### src/rtl/unidade_controle.sv
// unidade_controle: control unit of the 16-bit multicycle processor.
// A free-running 2-bit step counter (T0..T3) plus combinational decode of
// ir[8:0] = instruction[15:7] into bus select, register write enables,
// accumulator / ALU-result enables and ALU operation select.
//
// Optional feature: define UNIDADE_DONE_EN to add the `done` output, which
// is high during the last active step of each instruction (T1 for mv/mvi,
// T3 for ALU ops, never for reserved opcodes or while in reset).
//
// Contract with the instruction source: there is no handshake. The source
// must hold ir stable for the whole four-step window that begins at T0;
// outputs follow ir combinationally, so a change mid-window is reflected
// immediately. resetn is active-high despite its name.
module unidade_controle (
  input  logic       clock,
  input  logic       resetn,
  input  logic [8:0] ir,
  output logic [1:0] counter,
  output logic [3:0] mux_key,
  output logic [7:0] regs_enable,
  output logic       a_enable,
  output logic       alu_output_enable,
  output logic [1:0] alu_op_selec
`ifdef UNIDADE_DONE_EN
  ,
  output logic       done
`endif
);

  localparam logic [2:0] OP_MV  = 3'b000;
  localparam logic [2:0] OP_MVI = 3'b001;

  localparam logic [3:0] KEY_G    = 4'd8;
  localparam logic [3:0] KEY_DIN  = 4'd9;
  localparam logic [3:0] KEY_IDLE = 4'd15;

  typedef enum logic [1:0] {
    T0 = 2'd0,
    T1 = 2'd1,
    T2 = 2'd2,
    T3 = 2'd3
  } step_t;

  step_t step_q;
  step_t step_d;

  logic [2:0] opcode;
  logic [2:0] rx;
  logic [2:0] ry;
  logic       is_alu;
  logic       is_move;
  logic [7:0] rx_onehot;

  assign opcode    = ir[8:6];
  assign rx        = ir[5:3];
  assign ry        = ir[2:0];
  assign is_alu    = opcode[2];
  assign is_move   = (opcode == OP_MV) || (opcode == OP_MVI);
  assign rx_onehot = 8'd1 << rx;

  // Next step: always advances, wrapping T3 -> T0; no stalls.
  always_comb begin
    step_d = step_t'(step_q + 2'd1);
  end

  // Step counter register; reset parks it at T0.
  always_ff @(posedge clock) begin
    if (resetn) begin
      step_q <= T0;
    end else begin
      step_q <= step_d;
    end
  end

  assign counter = step_q;

  // Decode of the current step and instruction into datapath controls.
  always_comb begin
    mux_key           = KEY_IDLE;
    regs_enable       = 8'd0;
    a_enable          = 1'b0;
    alu_output_enable = 1'b0;
    alu_op_selec      = 2'b00;
    if (!resetn) begin
      case (step_q)
        T1: begin
          if (is_move) begin
            mux_key     = (opcode == OP_MVI) ? KEY_DIN : {1'b0, ry};
            regs_enable = rx_onehot;
          end else if (is_alu) begin
            mux_key  = {1'b0, rx};
            a_enable = 1'b1;
          end
        end
        T2: begin
          if (is_alu) begin
            mux_key           = {1'b0, ry};
            alu_output_enable = 1'b1;
            alu_op_selec      = opcode[1:0];
          end
        end
        T3: begin
          if (is_alu) begin
            mux_key     = KEY_G;
            regs_enable = rx_onehot;
          end
        end
        default: begin
          // T0: fetch/setup slot, everything idle.
        end
      endcase
    end
  end

`ifdef UNIDADE_DONE_EN
  // Last active step of the instruction.
  always_comb begin
    done = 1'b0;
    if (!resetn) begin
      done = (is_move && (step_q == T1)) || (is_alu && (step_q == T3));
    end
  end
`endif

endmodule

### config.mk
export PLATFORM = sky130hd
export DESIGN_NAME = unidade_controle
export DESIGN_NICKNAME = d
export VERILOG_FILES = /design/src/rtl/unidade_controle.sv
export SDC_FILE = /design/constraint.sdc
export NUM_CORES = 1
export LEC_CHECK = 0
export CELL_PAD_IN_SITES_DETAIL_PLACEMENT = 1
export CELL_PAD_IN_SITES_GLOBAL_PLACEMENT = 2
export CORE_MARGIN = 4
export CORE_UTILIZATION = 14
export DETAILED_ROUTE_END_ITERATION = 16
export GPL_ROUTABILITY_DRIVEN = 0
export PLACE_DENSITY = 0.81
export SYNTH_ARGS = -nofsm -noshare
export SYNTH_HDL_FRONTEND = slang
export SYNTH_SLANG_ARGS = --single-unit
### constraint.sdc
create_clock -name clock -period 1.3 [get_ports clock]
set_input_delay 0.26 -clock clock [delete_from_list [all_inputs] [get_ports clock]]
set_output_delay 0.26 -clock clock [all_outputs]
set_load 0.02 [all_outputs]
# == Word-level counts from Yosys, hierarchy flattened ==
# Cells that the tools add are included.
# totals
wordCells,29
reg_bits,2
latch_bits,0
in_bits,11
memories,0
mem_bits_ro,0
mem_bits_rw,0
# classes
n_eq_ne,4
div_mod_pow,0
n_mul,0
magnitude_cmp,0
bitwise,0
n_addsub,1
n_reduce_logical,2
shift,1
muxes,20
# ops
op,count
$mux W8,3
$mux W4,5
$pmux W8 S2,1
$pmux W4 S3,1
$shl A1 B3 Y8 const A,1
$mux W1,6
$mux W2,3
$eq A2 B2 Y1 const B,2
$eq A3 B1 Y1 const B,1
$logic_not A3 Y1,1
$mux W3,1
$add A2 B1 Y2 const B,1
$eq A2 B1 Y1 const B,1
$logic_or A1 B1 Y1,1

# == Longest topological paths before layout ==
# Gate-level depths: netlist (run 1).
# depth
word_depth,5
mapped_depth,5
depth_no_buf,5

# == Worst setup path before layout (run 1) ==
# Ideal clock, no wire load.
# synth_timing
path_kind,register to output
start,"reg step_q[0], in the netlist counter[0]"
end,out regs_enable[1]
path_slack_ns,-0.748
arrival_ns,1.788
required_ns,1.040
path_buffers,0
path_stages_with_launch,5
cell_sequence,dfxtp_1 -> ha_1 -> nor3b_2 -> a21oi_2 -> nor4b_1
# synth_between
elab_chain_cells,3
elab_cells_between_ends,4
classes_between,eq/ne: 2; mux: 2
# synth_rtl
element,line,rtl
start: declaration,44,step_t step_q;
start signal: assignment,71,step_q <= step_d;
$eq A2 B2 Y1 / $eq A2 B1 Y1 (equally long branches),85,case (step_q)
$pmux W8 S2 *,85,
$mux W8 *,84,if (!resetn) begin
end: declaration,20,"output logic [7:0] regs_enable,"
# Every way passes the cells marked *; elsewhere a longest branch is shown, timed or not.

# == Worst setup path in the final report (run 1) ==
# layout_timing
start,"reg step_q[1], in the netlist counter[1]"
end,out regs_enable[5]
# The elaborated chain is that of the path after synthesis.

==> results by group, run 1 <==
Synthesis
  • Cell taking the most area after synthesis: ha_1
  • Post-synthesis xor/xnor area fraction: 0%
  • Synth async-reset ratio: 0%
  • Synth Area in Compound Gates: 23.83%
  • Top cells by count, synth: o21ai_0 (6), nor3_1 (5), ha_1 (4), nor4b_1 (4), o211ai_1 (4)
  • Synth warn: 0
  • Simple-Gate Fraction of Synth Area: 45.97%
  • Flops & latches, synth: 2
  • Top-count cell post-synth: o21ai_0
  • Multiplexer share of the synthesized area: 0%
  • Yosys top cell area share: 13.42%
  • Main synth FF type: dfxtp_1
  • Post-synthesis adder-cell area fraction: 13.42%
  • Cell area after synthesis: 372.9 um^2
  • Synth area leaders: ha_1 (13%), dfxtp_1 (11%), nor4b_1 (9.4%)
  • Post-synth EDFFs: 0
  • Yosys cell types: 21
  • Average instance area after synthesis: 7.768 um^2
  • Register area share after synthesis: 10.74%
  • Largest family of logic cells by synthesized area: simple AND/OR/NAND/NOR gates
  • Mapped Cells: 48
  • Synth Net Count: 63

Cells and area
  • Share of layout cells above drive strength 1: 69.90%
  • P&R area growth vs syn: 196.6%
  • Multi-input logic area: 500.5 um^2
  • Diodes inserted: 0
  • FILL cells: 274
  • Post-layout net count: 120
  • Post-Layout Cell Count: 133
  • FF+latch area: 47.55 um^2
  • Number of flip-flops under the largest register name: 2

CTS
  • H-tree Lvls: 1
  • Total CTS buffers: 3
  • Clock Tree Root: clkbuf_4
  • Hold_buf cts: 0
  • CTS tree: built
  • CTS Sinks: 2
  • Latest clock arrival within the worst-skew pair: 0.23 ns
  • CTS clock-pin slew for the worst setup and hold paths: 0.03 ns
  • Maximum root-to-sink buffer count: 2

Pwr
  • Combinational Power Share: 62.0%
  • Sw Pwr: 213.4 uW
  • LEAKAGE: 0.4819 nW
  • Peak VDD IR: 0.0004005 V
  • Clock Power Share: 24.6%
  • Switching part of the total: 37.79%
  • Register share of total power: 13.4%
  • Int Power: 351.3 uW
  • Pwr/cell area: 510.5 nW/um^2

Outcome
  • Status: finished, violations left
  • Violated checks: negative setup slack

Setup path
  • Top Family by Delay on Critical Path: simple AND/OR/NAND/NOR gates
  • Buf/Inv on CP: 3
  • Setup CP Type: reg -> out
  • Crit path max fanout: 4
  • Crit path max-delay cell type: dfxtp_4
  • Worst EP required: 1.04 ns
  • Reg2reg setup slack: 0.29 ns
  • Max incr delay on CP: 0.35 ns
  • CP Cell Sequence: inv_4 -> ha_4 -> nor3b_4 -> a21oi_4 -> buf_6 -> nor4b_4 -> buf_4
  • Arrival time worst endpoint: 1.61 ns
  • CP endpoint kind: primary output
  • Worst Setup Start Kind: flop

Route
  • Vias/cell: 4.421
  • Remaining DRCs: 0
  • DR iter-0 viols: 3
  • Per-cell routed wire length: 13.24 um
  • Routed Wire Length: 1.761 mm
  • DRT Pass-1 Iters: 3
  • Final ANT Viol Nets: 0
  • Via count: 588

Floorplanning
  • Core Box Area: 2500 um^2
  • Initial Util: 14.91%
  • Die Width: 59.61 um
  • I/O pin count: 29
  • Die area: 3553 um^2
  • Core Rows: 18
  • Chip Height: 59.61 um

Place
  • Port Buffers: 28
  • DP HPWL: 1.298 mm
  • DP Cell Count: 120

STA
  • RSZ-0062 raised after global routing: yes
  • Slew Limit Headroom: 72.86%
  • Final worst path period share: 144.2%
  • Pins Over Slew Limit: 0
  • Skew final: 0.003263 ns
  • Peak Freq: 0.5336 GHz
  • Fin. Hold Viols: 0
  • Slew @ Worst Pin: 0.4070 ns
  • Setup TNS: -6.943 ns
  • Tmin final: 1.874 ns
  • Final setup vio count: 16
  • Final WS setup: -0.5740 ns

GRT
  • Initial antenna violation count: 0
  • Met3 Use GR: 2.397%
  • Grt ovf: 0
  • GRT met2 Usage: 16.22%
  • First-pass GRT wire length: 2.760 mm
  • Grt met1 use: 12.79%
  • Total Routing Usage GR: 10.16%
  • Vias in the first global route: 623
  • Largest net degree at the start of global routing: 12
  • GR peak layer: met2

Worst hold path
  • Hold Crit Class: in -> reg

Flow run
  • Max-cap violations: 0
-- final cells by class --
class	count	area share, %
Clock buffer	3	2.036
Inverter	3	1.471
Multi-Input combinational cell	42	45.25
Sequential cell	2	4.299
Tap cell	30	3.394
Timing Repair Buffer	53	43.55
-- layer usage --
metal | wire (um) | share of wire [%]
met1 | 740 | 42
met2 | 859 | 49
met3 | 134 | 7.6
met4 | 26 | 1.5
met5 | 0 | 0
-- per-stage QoR --
step	instance area (um^2)	hold slack [ns]	utilization [%]	power, mW	setup WS, ns
2_1_floorplan	528.0	0.3171	-	0.2130	-0.2745
3_3_place_gp	972.2	0.5343	38.89	0.3747	-1.063
3_5_place_dp	972.2	0.5584	38.89	0.3823	-1.077
4_1_cts	1031	0.5537	41.24	0.5520	-0.6077
5_1_grt	1106	0.4256	44.24	0.6066	-0.6565
6_report	1106	0.3990	44.24	0.5647	-0.5740
-- what timing repair did --
action / in CTS / in global routing
pin swaps: 4 / 8
gates resized for setup: 93 / 14
endpoints found under the setup margin: 18 / 16
setup buffers: 6 / 6
-- kinds of logic after synthesis --
group / count (synthesis)
AO/OA/AOI/OAI: 12
AND/OR/NAND/NOR: 26
buffers and inverters: 4
adder cells (fa/ha/maj): 4
flip-flops: 2
-- worst register-to-register path: cells and delay by family (launching register included) --
family | cells | cell delay [ns]
DFF | 1 | 0.35
buffers and inverters | 2 | 0.18
and+or+nand+nor | 1 | 0.12
adders and majority gates | 1 | 0.26
-- placed cells by master (no fill, tap or decap) --
cell	count
inv_4	2
buf_4	28
o211ai_1	4
nor3_4	2
nor3b_4	2
a211oi_4	1
o21ai_0	6
nor4_1	1
buf_6	10
and2_4	2
nor2b_1	3
nand2_1	2
ha_4	3
nand3_1	1
a21oi_4	1
dlygate4sd2_1	1
ha_2	1
nor4b_4	4
buf_2	2
clkbuf_4	3
dlymetal6s2s_1	2
nor3b_2	1
clkbuf_2	1
buf_12	2
or2_4	1
nor4_4	2
nor2_1	1
dfxtp_4	2
nand2b_1	1
clkdlybuf4s50_1	7
nor3_1	2
inv_2	1
nor3_2	1
-- power by group through the flow --
| stage | sequential [mW] | combinational (mW) | clock, mW |
|---|---|---|---|
| after floorplan | 0.0831 | 0.130 | 0 |
| after global placement | 0.0745 | 0.300 | 0 |
| after detailed placement | 0.0754 | 0.307 | 0 |
| after CTS | 0.0759 | 0.325 | 0.151 |
| after global routing | 0.0770 | 0.377 | 0.152 |
| final | 0.0756 | 0.350 | 0.139 |
-- worst paths after layout --
kind,startpoint,endpoint,depth (start not counted)
max reg2reg,counter[0],counter[1],4
min,resetn,counter[1],3
min reg2reg,counter[0],counter[0],3
max,counter[1],regs_enable[5],7
No activity file was read; power rests on OpenSTA's default activity.
==> inputs of run 2 (changes only) <==
Settings changed: CORE_MARGIN 4 to default.
==> results by group, run 2 (same netlist as run 1, synthesis figures left out) <==
Outcome
  • Status: finished, violations left (unchanged)
  • Violated checks: negative setup slack (unchanged)

STA
  • Final worst path period share: 142.3% (was 144.2%)
  • Setup TNS: -6.681 ns (was -6.943 ns)
  • Skew final: 0.001619 ns (was 0.003263 ns)
  • Pins Over Slew Limit: 0 (unchanged)
  • Fin. Hold Viols: 0 (unchanged)
  • Slew Limit Headroom: 75.54% (was 72.86%)
  • Tmin final: 1.849 ns (was 1.874 ns)
  • RSZ-0062 raised after global routing: yes (unchanged)
  • Slew @ Worst Pin: 0.3669 ns (was 0.4070 ns)
  • Final setup vio count: 16 (unchanged)
  • Peak Freq: 0.5407 GHz (was 0.5336 GHz)
  • Final WS setup: -0.5493 ns (was -0.5740 ns)

Pwr
  • LEAKAGE: 0.4675 nW (was 0.4819 nW)
  • Peak VDD IR: 0.0004029 V (was 0.0004005 V)
  • Total power: 565.3 uW (was 564.7 uW)
  • Pwr/cell area: 512.8 nW/um^2 (was 510.5 nW/um^2)

Flow run
  • Max-cap violations: 0 (unchanged)

Cells and area
  • P&R area growth vs syn: 195.6% (was 196.6%)
  • Util after Layout: 44.09% (was 44.24%)
  • Post-Layout Cell Count: 132 (was 133)
  • Share of layout cells above drive strength 1: 71.57% (was 69.90%)
  • Post-layout net count: 119 (was 120)
  • Diodes inserted: 0 (unchanged)
  • Number of flip-flops under the largest register name: 2 (unchanged)
  • Commonest non-fill, non-tap cell in the layout: buf_4 (unchanged)
  • Commonest cells after routing, fill and taps aside: buf_4 (29), buf_6 (9), clkdlybuf4s50_1 (5) (was buf_4 (28), buf_6 (10), clkdlybuf4s50_1 (7))

CTS
  • H-tree Lvls: 1 (unchanged)
  • CTS Sinks: 2 (unchanged)
  • Clock Tree Root: clkbuf_4 (unchanged)
  • Latest clock arrival within the worst-skew pair: 0.22 ns (was 0.23 ns)
  • CTS clock-pin slew for the worst setup and hold paths: 0.03 ns (about the same)
  • Maximum root-to-sink buffer count: 2 (unchanged)
  • Total CTS buffers: 3 (unchanged)
  • CTS tree: built (unchanged)
  • Hold_buf cts: 0 (unchanged)

Floorplanning
  • Initial Util: 14.91% (unchanged)
  • Die area: 2874 um^2 (was 3553 um^2)
  • Chip Height: 53.61 um (was 59.61 um)
  • Core Rows: 18 (unchanged)
  • Core Box Area: 2500 um^2 (unchanged)
  • Die Width: 53.61 um (was 59.61 um)
  • I/O pin count: 29 (unchanged)

Setup path
  • Worst EP required: 1.04 ns (about the same)
  • Arrival time worst endpoint: 1.59 ns (was 1.61 ns)
  • Crit path max-delay cell type: dfxtp_4 (unchanged)
  • Crit path from: counter[1] (unchanged)
  • Reg-to-reg startpoint: counter[0] (unchanged)
  • Max incr delay on CP: 0.35 ns (about the same)
  • Critical R2R Capture: counter[1] (unchanged)
  • Crit path to: regs_enable[5] (unchanged)
  • Crit path max fanout: 6 (was 4)
  • R2R cell count: 4 (unchanged)
  • CP Cell Sequence: inv_4 -> ha_4 -> nor3b_4 -> a21oi_4 -> buf_6 -> nor4b_4 -> buf_4 (unchanged)
  • Reg2reg setup slack: 0.28 ns (was 0.29 ns)
  • Setup CP Type: reg -> out (unchanged)
  • Worst Setup Start Kind: flop (unchanged)
  • CP endpoint kind: primary output (unchanged)

Route
  • DR iter-0 viols: 2 (was 3)
  • Final ANT Viol Nets: 0 (unchanged)
  • Routed Wire Length: 1.660 mm (was 1.761 mm)
  • Remaining DRCs: 0 (unchanged)
  • DRT Pass-1 Iters: 4 (was 3)
  • Per-cell routed wire length: 12.58 um (was 13.24 um)
  • Vias/cell: 4.333 (was 4.421)
  • Via count: 572 (was 588)

Place
  • Port Buffers: 28 (unchanged)
  • DP HPWL: 1.232 mm (was 1.298 mm)
  • DP Cell Count: 120 (unchanged)
  • Worst slack, placed: -1.053 ns (was -1.077 ns)

GRT
  • First-pass GRT wire length: 2.704 mm (was 2.760 mm)
  • Largest net degree at the start of global routing: 11 (was 12)
  • Vias in the first global route: 575 (was 623)
  • Initial antenna violation count: 0 (unchanged)
  • Total Routing Usage GR: 13.36% (was 10.16%)
  • Grt ovf: 0 (unchanged)

Worst hold path
  • Hold Crit Class: in -> reg (unchanged)
run 2: cell count changes in the layout (fill, tap and decap cells not counted), moves of 2 or more:
| cell | previous run | this run |
|---|---|---|
| nor3_4 | 2 | 0 |
| clkdlybuf4s50_1 | 7 | 5 |
| buf_2 | 2 | 0 |
| o21ai_0 | 6 | 3 |
| o21ai_2 | 0 | 3 |
run 2: timing repair:
action                                  CTS  global route
endpoints found under the setup margin   18            18
pin swaps                                10             8
setup buffers                            10             2
resized for setup                       102            14
run 2: power breakdown:
part / internal (mW) / total, mW / switching (mW) / leakage (nW)
registers: 0.0679 / 0.0760 / 0.00812 / 0.0178
logic: 0.185 / 0.354 / 0.169 / 0.436
clock network: 0.102 / 0.136 / 0.0340 / 0.0138
total: 0.354 / 0.565 / 0.211 / 0.467
run 2: cell type report:
class                           instances  area [um^2]
Tap cell                               30        37.54
Timing Repair Buffer                   52        478.0
Fill cell                             276         1398
Multi-Input combinational cell         42        500.5
Sequential cell                         2        47.55
Clock buffer                            3        22.52
Inverter                                3        16.27
run 2: worst min-delay path by stage:
stage	start	endpoint	slack, ns	cells past startpoint
CTS	resetn	counter[0]	0.50	3
detailed placement	counter[0]	counter[0]	0.55	2
global route	resetn	counter[0]	0.53	3
finish	resetn	counter[0]	0.51	3
floorplan	resetn	counter[0]	0.32	1
global placement	counter[0]	counter[0]	0.53	2
run 2: worst max-delay path: cells and delay by family (launching register included):
kind,cells,cell delay (ns)
AOI/OAI and AO/OA,1,0.09
DFF,1,0.35
adders and majority gates,1,0.12
buffers and inverters,3,0.39
and+or+nand+nor,2,0.43
run 2: per-stage QoR:
stage	cell area [um^2]	hold WS [ns]
2_1_floorplan	528.0	0.3171
3_3_place_gp	972.2	0.5338
3_5_place_dp	972.2	0.5487
4_1_cts	1082	0.5049
5_1_grt	1102	0.5330
6_report	1102	0.5089
run 2: layer usage:
metal / global-route usage (%) / wire, um / part of all wire [%] / up-vias
met2: 22.71 / 858 / 52 / 18
met3: 1.977 / 80 / 4.8 / 0
met5: 0 / 0 / 0 / -
li1: - / - / - / 292
met1: 16.28 / 720 / 43 / 262
met4: 6.579 / 0 / 0 / 0
